### src/rtl/alu_seq_pkg.sv
`timescale 1ns/1ps
// Shared types and constants for the ALU multiply/divide sequencer.
package alu_seq_pkg;

    localparam int unsigned DATA_W = 8;
    localparam int unsigned ITERS  = 8;
    localparam int unsigned CNT_W  = 4;

    localparam logic OP_MUL = 1'b0;
    localparam logic OP_DIV = 1'b1;

    localparam logic [DATA_W-1:0] DIV0_QUOTIENT = 8'hFF;

    typedef enum logic [2:0] {
        IDLE = 3'd0,
        OPA  = 3'd1,
        CAP  = 3'd2,
        STEP = 3'd3,
        DONE = 3'd4
    } state_e;

endpackage

### src/rtl/alu_muldiv_seq.sv
`timescale 1ns/1ps
// Sequences the shared 8-bit ALU through shift/add multiply and restoring divide.
// The divide path exists only when ALU_MULDIV_SEQ_DIV_EN is defined.
module alu_muldiv_seq
    import alu_seq_pkg::*;
(
    input  logic              clk,
    input  logic              reset,
    input  logic              start,
    input  logic              op,
    input  logic [DATA_W-1:0] aIn,
    input  logic [DATA_W-1:0] bIn,
    output logic              busy,
    output logic              done,
    output logic              err,
    output logic [DATA_W-1:0] resultHi,
    output logic [DATA_W-1:0] resultLo,
    output logic [DATA_W-1:0] areg,
    output logic [DATA_W-1:0] breg,
    output logic              doSubtract,
    output logic              assertBarE,
    output logic              assertBarS,
    output logic              triggerC,
    input  logic [DATA_W-1:0] dbus,
    input  logic              flagCarry
);

    state_e state_q, state_d;

    logic [DATA_W-1:0] acc_q, acc_d;
    logic [DATA_W-1:0] quo_q, quo_d;
    logic [DATA_W-1:0] b_q, b_d;
    logic [DATA_W-1:0] t_q, t_d;
    logic [CNT_W-1:0]  n_q, n_d;

    logic              busy_q, busy_d;
    logic              done_q, done_d;
    logic              err_q, err_d;
    logic [DATA_W-1:0] res_hi_q, res_hi_d;
    logic [DATA_W-1:0] res_lo_q, res_lo_d;
    logic [DATA_W-1:0] areg_q, areg_d;
    logic [DATA_W-1:0] breg_q, breg_d;
    logic              dosub_q, dosub_d;
    logic              bare_q, bare_d;
    logic              trig_q, trig_d;

    logic              mul_c;
    logic [DATA_W-1:0] mul_a;

`ifdef ALU_MULDIV_SEQ_DIV_EN
    logic              op_q, op_d;
    logic              rmsb_q, rmsb_d;
    logic              div_ok;
    logic [DATA_W-1:0] div_r;
    logic [DATA_W-1:0] div_q;
`endif

    // State and datapath registers
    always_ff @(posedge clk) begin
        if (reset) begin
            state_q  <= IDLE;
            acc_q    <= '0;
            quo_q    <= '0;
            b_q      <= '0;
            t_q      <= '0;
            n_q      <= '0;
            busy_q   <= 1'b0;
            done_q   <= 1'b0;
            err_q    <= 1'b0;
            res_hi_q <= '0;
            res_lo_q <= '0;
            areg_q   <= '0;
            breg_q   <= '0;
            dosub_q  <= 1'b0;
            bare_q   <= 1'b1;
            trig_q   <= 1'b0;
`ifdef ALU_MULDIV_SEQ_DIV_EN
            op_q     <= OP_MUL;
            rmsb_q   <= 1'b0;
`endif
        end else begin
            state_q  <= state_d;
            acc_q    <= acc_d;
            quo_q    <= quo_d;
            b_q      <= b_d;
            t_q      <= t_d;
            n_q      <= n_d;
            busy_q   <= busy_d;
            done_q   <= done_d;
            err_q    <= err_d;
            res_hi_q <= res_hi_d;
            res_lo_q <= res_lo_d;
            areg_q   <= areg_d;
            breg_q   <= breg_d;
            dosub_q  <= dosub_d;
            bare_q   <= bare_d;
            trig_q   <= trig_d;
`ifdef ALU_MULDIV_SEQ_DIV_EN
            op_q     <= op_d;
            rmsb_q   <= rmsb_d;
`endif
        end
    end

    // Next state, datapath update and next registered outputs
    always_comb begin
        state_d  = state_q;
        acc_d    = acc_q;
        quo_d    = quo_q;
        b_d      = b_q;
        t_d      = t_q;
        n_d      = n_q;
        busy_d   = busy_q;
        done_d   = 1'b0;
        err_d    = err_q;
        res_hi_d = res_hi_q;
        res_lo_d = res_lo_q;
        areg_d   = areg_q;
        breg_d   = breg_q;
        dosub_d  = dosub_q;
        bare_d   = 1'b1;
        trig_d   = 1'b0;
        mul_c    = 1'b0;
        mul_a    = '0;
`ifdef ALU_MULDIV_SEQ_DIV_EN
        op_d     = op_q;
        rmsb_d   = rmsb_q;
        div_ok   = 1'b0;
        div_r    = '0;
        div_q    = '0;
`endif

        case (state_q)
            IDLE: begin
                if (start) begin
                    b_d    = bIn;
                    n_d    = '0;
                    busy_d = 1'b1;
                    err_d  = 1'b0;
                    if (op == OP_MUL) begin
`ifdef ALU_MULDIV_SEQ_DIV_EN
                        op_d    = OP_MUL;
`endif
                        acc_d   = '0;
                        quo_d   = aIn;
                        state_d = OPA;
                        areg_d  = '0;
                        breg_d  = bIn;
                        dosub_d = 1'b0;
                        bare_d  = ~aIn[0];
                    end else begin
`ifdef ALU_MULDIV_SEQ_DIV_EN
                        op_d = OP_DIV;
                        if (bIn == '0) begin
                            state_d  = DONE;
                            done_d   = 1'b1;
                            err_d    = 1'b1;
                            res_hi_d = aIn;
                            res_lo_d = DIV0_QUOTIENT;
                        end else begin
                            // First left shift of {rmsb,R,Q} folded into the load
                            rmsb_d  = 1'b0;
                            acc_d   = {(DATA_W-1)'(0), aIn[DATA_W-1]};
                            quo_d   = {aIn[DATA_W-2:0], 1'b0};
                            state_d = OPA;
                            areg_d  = {(DATA_W-1)'(0), aIn[DATA_W-1]};
                            breg_d  = bIn;
                            dosub_d = 1'b1;
                            bare_d  = 1'b0;
                        end
`else
                        state_d  = DONE;
                        done_d   = 1'b1;
                        err_d    = 1'b1;
                        res_hi_d = '0;
                        res_lo_d = '0;
`endif
                    end
                end
            end

            OPA: begin
                state_d = CAP;
                trig_d  = 1'b1;
                bare_d  = bare_q;
            end

            CAP: begin
                state_d = STEP;
                if (!bare_q) begin
                    t_d = dbus;
                end
            end

            STEP: begin
                mul_c = flagCarry & quo_q[0];
                mul_a = quo_q[0] ? t_q : acc_q;
                acc_d = {mul_c, mul_a[DATA_W-1:1]};
                quo_d = {mul_a[0], quo_q[DATA_W-1:1]};
`ifdef ALU_MULDIV_SEQ_DIV_EN
                if (op_q == OP_DIV) begin
                    // flagCarry high means no borrow; rmsb forces the commit
                    div_ok = flagCarry | rmsb_q;
                    div_r  = div_ok ? t_q : acc_q;
                    div_q  = div_ok ? {quo_q[DATA_W-1:1], 1'b1} : quo_q;
                    if (n_q < CNT_W'(ITERS - 1)) begin
                        rmsb_d = div_r[DATA_W-1];
                        acc_d  = {div_r[DATA_W-2:0], div_q[DATA_W-1]};
                        quo_d  = {div_q[DATA_W-2:0], 1'b0};
                    end else begin
                        rmsb_d = 1'b0;
                        acc_d  = div_r;
                        quo_d  = div_q;
                    end
                end
`endif
                n_d = n_q + CNT_W'(1);
                if (n_d == CNT_W'(ITERS)) begin
                    state_d  = DONE;
                    done_d   = 1'b1;
                    res_hi_d = acc_d;
                    res_lo_d = quo_d;
                end else begin
                    state_d = OPA;
                    areg_d  = acc_d;
                    breg_d  = b_q;
                    dosub_d = 1'b0;
                    bare_d  = ~quo_d[0];
`ifdef ALU_MULDIV_SEQ_DIV_EN
                    if (op_q == OP_DIV) begin
                        dosub_d = 1'b1;
                        bare_d  = 1'b0;
                    end
`endif
                end
            end

            DONE: begin
                state_d = IDLE;
                busy_d  = 1'b0;
            end

            default: begin
                state_d = IDLE;
                busy_d  = 1'b0;
            end
        endcase
    end

    assign busy       = busy_q;
    assign done       = done_q;
    assign err        = err_q;
    assign resultHi   = res_hi_q;
    assign resultLo   = res_lo_q;
    assign areg       = areg_q;
    assign breg       = breg_q;
    assign doSubtract = dosub_q;
    assign assertBarE = bare_q;
    assign assertBarS = 1'b1;
    assign triggerC   = trig_q;

endmodule
### config.mk
export PLATFORM = sky130hd
export DESIGN_NAME = alu_muldiv_seq
export DESIGN_NICKNAME = d
export VERILOG_FILES = /design/src/rtl/alu_seq_pkg.sv /design/src/rtl/alu_muldiv_seq.sv
export SDC_FILE = /design/constraint.sdc
export NUM_CORES = 1
export LEC_CHECK = 0
export ABC_AREA = 1
export CORE_MARGIN = 4
export CORE_UTILIZATION = 50
export CTS_CLUSTER_DIAMETER = 40
export DETAILED_ROUTE_END_ITERATION = 12
export MAX_ROUTING_LAYER = met4
export PLACE_DENSITY = 0.78
export SETUP_SLACK_MARGIN = 0.1
export SLEW_MARGIN = 25
export SYNTH_ARGS = -nofsm -noshare
export SYNTH_HDL_FRONTEND = slang
export SYNTH_SLANG_ARGS = --single-unit
### constraint.sdc
create_clock -name clk -period 4.15 [get_ports clk]
set_input_delay 0.83 -clock clk [delete_from_list [all_inputs] [get_ports clk]]
set_output_delay 0.83 -clock clk [all_outputs]
set_load 0.02 [all_outputs]
Word-level counts from Yosys, hierarchy flattened
Cells that the tools add are included.
{"block": "totals", "regBits": 77, "latch_bits": 0, "ram_bits": 0, "romBits": 0, "output_inout_bits": 39, "mem_count": 0}
{"block": "classes", "addsub": 1, "mul": 0, "div_mod_pow": 0, "order_cmp": 0, "eq_ne": 9, "shift": 0, "muxes": 40, "bitwise_logic": 5, "reduce_logical": 10}
{"cell": "8-bit 2-to-1 mux", "n": 13}
{"cell": "8-bit one-hot mux with 2 select lines", "n": 6}
{"cell": "3-bit one-hot mux with 4 select lines", "n": 1}
{"cell": "1-bit 2-to-1 mux", "n": 11}
{"cell": "2-bit != test, second input constant", "n": 5}
{"cell": "3-bit 2-to-1 mux", "n": 3}
{"cell": "4-bit one-hot mux with 2 select lines", "n": 1}
{"cell": "2-bit AND reduction", "n": 4}
{"cell": "4-bit AND reduction", "n": 2}
{"cell": "3-bit by 2-bit equality test with 1-bit output, second input constant", "n": 2}
{"cell": "1-bit one-hot mux with 2 select lines", "n": 3}
{"cell": "4-bit by 1-bit adder with 4-bit output, second input constant", "n": 1}
{"cell": "4-bit equality test, second input constant", "n": 1}
{"cell": "4-bit 2-to-1 mux", "n": 1}
{"cell": "1-bit inverter", "n": 4}
{"cell": "3-bit by 1-bit equality test with 1-bit output, second input constant", "n": 1}
{"cell": "3-bit zero test", "n": 1}
{"cell": "1-bit one-hot mux with 3 select lines", "n": 1}
{"cell": "3-bit AND reduction", "n": 1}
{"cell": "3-bit OR reduction", "n": 1}
{"cell": "2-bit nonzero test", "n": 1}
{"cell": "1-bit AND", "n": 1}

Depth between registers and ports, before layout
{"block": "logic_depth", "depth_word": 4, "mapped_depth": 10}

Least setup slack after synthesis
Ideal clock, no wire load.
{"block": "synth_path", "kind": "input-to-reg", "start": "in start", "end": "reg quo_q[3]", "setup_ns": 0.113, "t_arrival_ns": 1.628, "setup_slack_ns": 2.409, "stages": 8, "n_path_buf": 1, "path_cell_list": "inv_1 nor2_8 inv_2 nand2_4 nand2_2 buf_4 o21ai_1 nor2_1"}
{"block": "synth_between", "elab_chain_cells": 2}
{"item": "start, declared", "line": "alu_muldiv_seq.sv:9", "source": "input logic start,"}
{"item": "2-bit != test (no source line)"}
{"item": "3-bit AND reduction (no source line)"}
{"item": "end signal, assigned", "line": "alu_muldiv_seq.sv:84", "source": "quo_q <= quo_d;"}
{"item": "end, declared", "line": "alu_muldiv_seq.sv:31", "source": "logic [DATA_W-1:0] quo_q, quo_d;"}
No other way between the ends.
A chain may end at the register's enable or synchronous reset.

==> key figures <==
Critical path
  – Worst path required time: 4430 ps
  – Reg2reg path depth: 7
  – CP Capture Type: register
  – WP data arrival: 2650 ps
  – Slowest cell delay on critical path: 770 ps
  – Critical path launch point type: primary input
  – Crit path cell chain: clkdlybuf4s50_1 > buf_4 > inv_1 > o21ai_0 > nor2_1
  – Crit-path slowest cell: inv_1
  – Crit Path Category: primary input to register
  – CP max FO: 40

Power
  – PD cells: 389 nW/µm²
  – Clock Power Share: 0.348
  – Switching share of power: 0.269
  – Combinational share of power: 0.152
  – VDD IR max: 0.181 mV
  – Leak: 0.00174 µW
  – Internal power: 1170 µW
  – Total power: 1600 µW
  – Net switching component of the power: 430 µW
  – Sequential power share: 0.500

Timing
  – Final worst-path setup slack: 1770 ps
  – Hold Fails Final Rpt: 0
  – Fmax: 0.421 GHz
  – Final Critical Period: 2380 ps
  – Fin. max-slew vios: 0
  – Worst rel slew slack: 0.335
  – Clock Skews: 4.90 ps
  – # setup viols final: 0
  – Hold WS: 460 ps
  – RSZ-0062 raised after global routing: false
  – Slew @ Worst Pin: 996 ps
  – Period utilisation layout: 0.572
  – Total negative slack: 0 ps

Flow run
  – Maxcap violations: 0

Clock network
  – H-tree Lvls: 3
  – Hold buffer count at cts: 0
  – CTS resizes: 0
  – CTS clock-pin slew for the worst setup and hold paths: 70 ps
  – CTS tree: done
  – Cts bufs inserted: 9
  – Clk root buf: clkbuf_8
  – Clk sinks: 76
  – Latest clock arrival within the worst-skew pair: 340 ps
  – Post-CTS Setup Bufs: 0
  – Clk buf depth: 2

Placed design
  – DPL Wire Length: 5280 µm
  – Dpl ws: 1410 ps
  – DP Cell Count: 584
  – Final RePlAce weighted congestion: 0.811
  – IO buf count: 65

Logic synthesis
  – Library cells used by synthesis: 30
  – Post-synth top area cell: dfxtp_1
  – Flops & latches, synth: 76
  – Synth Area in Adders: 0.00376
  – XOR/XNOR Fraction of Synth Area: 0
  – Syn_area_per_cell: 7.14 µm²
  – Top post-synthesis cells by area: dfxtp_1, nand2_1, nor2_1
  – Largest family of logic cells by synthesized area: simple AND/OR/NAND/NOR gates
  – Count leader, synth: nand2_1
  – Synth top area share: 0.457
  – Simple-Gate Fraction of Synth Area: 0.326
  – Fraction of registers with async set/reset: 0
  – Syn Inst Count: 466
  – Post-Syn Nets: 496
  – Synth Area in Compound Gates: 0.115
  – Post-synth EDFFs: 0
  – Mux contribution to synthesized area: 0
  – Post-synth design cell area: 3330 µm²
  – Top_reg_cell synth: dfxtp_1
  – Yosys Warn Count: 0
  – Sequential area share after synthesis: 0.457
  – Synth top cells by count: nand2_1, dfxtp_1, nor2_1

Final layout
  – Layout area overhead: 23.6%
  – Fill count: 573
  – Diode count: 0
  – Post-Layout Cell Count: 598
  – Nets: 548
  – Layout cells sized above 1: 0.0653

Drt
  – Post-Route WL: 7730 µm
  – Pre-antenna DRT Iters: 5
  – Initial DRC count: 244
  – Antenna viol nets, final: 0
  – DR DRC count: 0
  – Vias per cell: 5.16
  – Wire length per cell: 12.9 µm
  – Total number of vias: 3086

Floorplanning
  – Core area: 6420 µm²
  – Rows: 29
  – Chip height: 89.6 µm
  – Starting Density: 0.518
  – Ports: 68
  – Die footprint: 8030 µm²
  – Die W: 89.6 µm

Run status
  – Status: completed

GRT
  – Total GRT Usage: 0.212
  – Vias in the first global route: 2904
  – Pin count of the biggest net entering global routing: 41
  – First-pass GRT wire length: 13000 µm
  – GRT overflow: 0
  – Initial antenna violation count: 0

Min path
  – WHS Path Cells: 2
  – Hold Path Class: register to register
logic make-up after synthesis:
logic type,after synthesis
adders and majority gates,1
DFF,76
AOI/OAI and AO/OA,75
buffers and inverters,67
and+or+nand+nor,245
other,2
metrics by stage:
step                area [µm²]   util
floorplan                 3330      -
global placement          3920  0.611
detailed placement        3920  0.611
CTS                       4110  0.641
global route              4110  0.641
finish                    4110  0.641
flip-flops by register name (all words and copies together), names as in the netlist, 3 cells and up:
name      cells
resultHi      8
resultLo      8
quo_q         8
state_q       3
areg          8
b_q           8
breg          8
t_q           8
acc_q         8
n_q           4
placed cells by master, fill, tap and decap left out, drive strengths merged:
cell type	count
buf	1
ha	1
clkbuf	12
nand3	32
nor3	1
inv	41
conb	2
dfxtp	76
nand4	1
o21ai	35
clkdlybuf4s50	65
a21oi	40
bufinv	1
nand2	136
nor2	75
clkinv	2
routing by layer:
| metal | GRT usage | vias up | share of wire |
|---|---|---|---|
| met5 | - | - | 0 |
| met4 | 0.0812 | 0 | 0.022 |
| met3 | 0.0411 | 14 | 0.059 |
| met2 | 0.336 | 104 | 0.47 |
| met1 | 0.268 | 1407 | 0.45 |
| li1 | - | 1561 | - |
critical path, delay by kind of cell:
family / cells / cell delay (ps)
and+or+nand+nor: 1 / 150
buffers and inverters: 3 / 1430
AOI/OAI and AO/OA: 1 / 240
final cells by class:
type / count / area, µm² / share of cell area
flip-flops and latches: 76 / 1520 / 0.370
multi-input cells: 323 / 1490 / 0.362
repair buffers: 66 / 658 / 0.160
inverters: 42 / 160 / 0.0389
clock buffers: 12 / 155 / 0.0377
well taps: 77 / 96.3 / 0.0234
clock inverters: 2 / 35.0 / 0.00852
power by group through the flow:
stage | Combinational [µW] | Sequential, µW | Clock, µW
after floorplan | 153 | 824 | 0
after global placement | 241 | 813 | 0
after detailed placement | 244 | 815 | 0
after CTS | 246 | 798 | 563
after global routing | 273 | 804 | 595
final | 243 | 799 | 556
final timing paths:
check	startpoint	slack [ps]	end
worst max-delay path	reset	1770	t_q[3]$_SDFFE_PP0P_
worst min-delay path	areg[4]$_SDFFE_PP0P_	460	areg[4]$_SDFFE_PP0P_
worst max register to register	state_q[1]$_SDFFE_PP0N_	2080	breg[7]$_SDFFE_PP0P_
worst min register to register	areg[4]$_SDFFE_PP0P_	460	areg[4]$_SDFFE_PP0P_
Note: power is estimated with default switching activity, not from simulation.
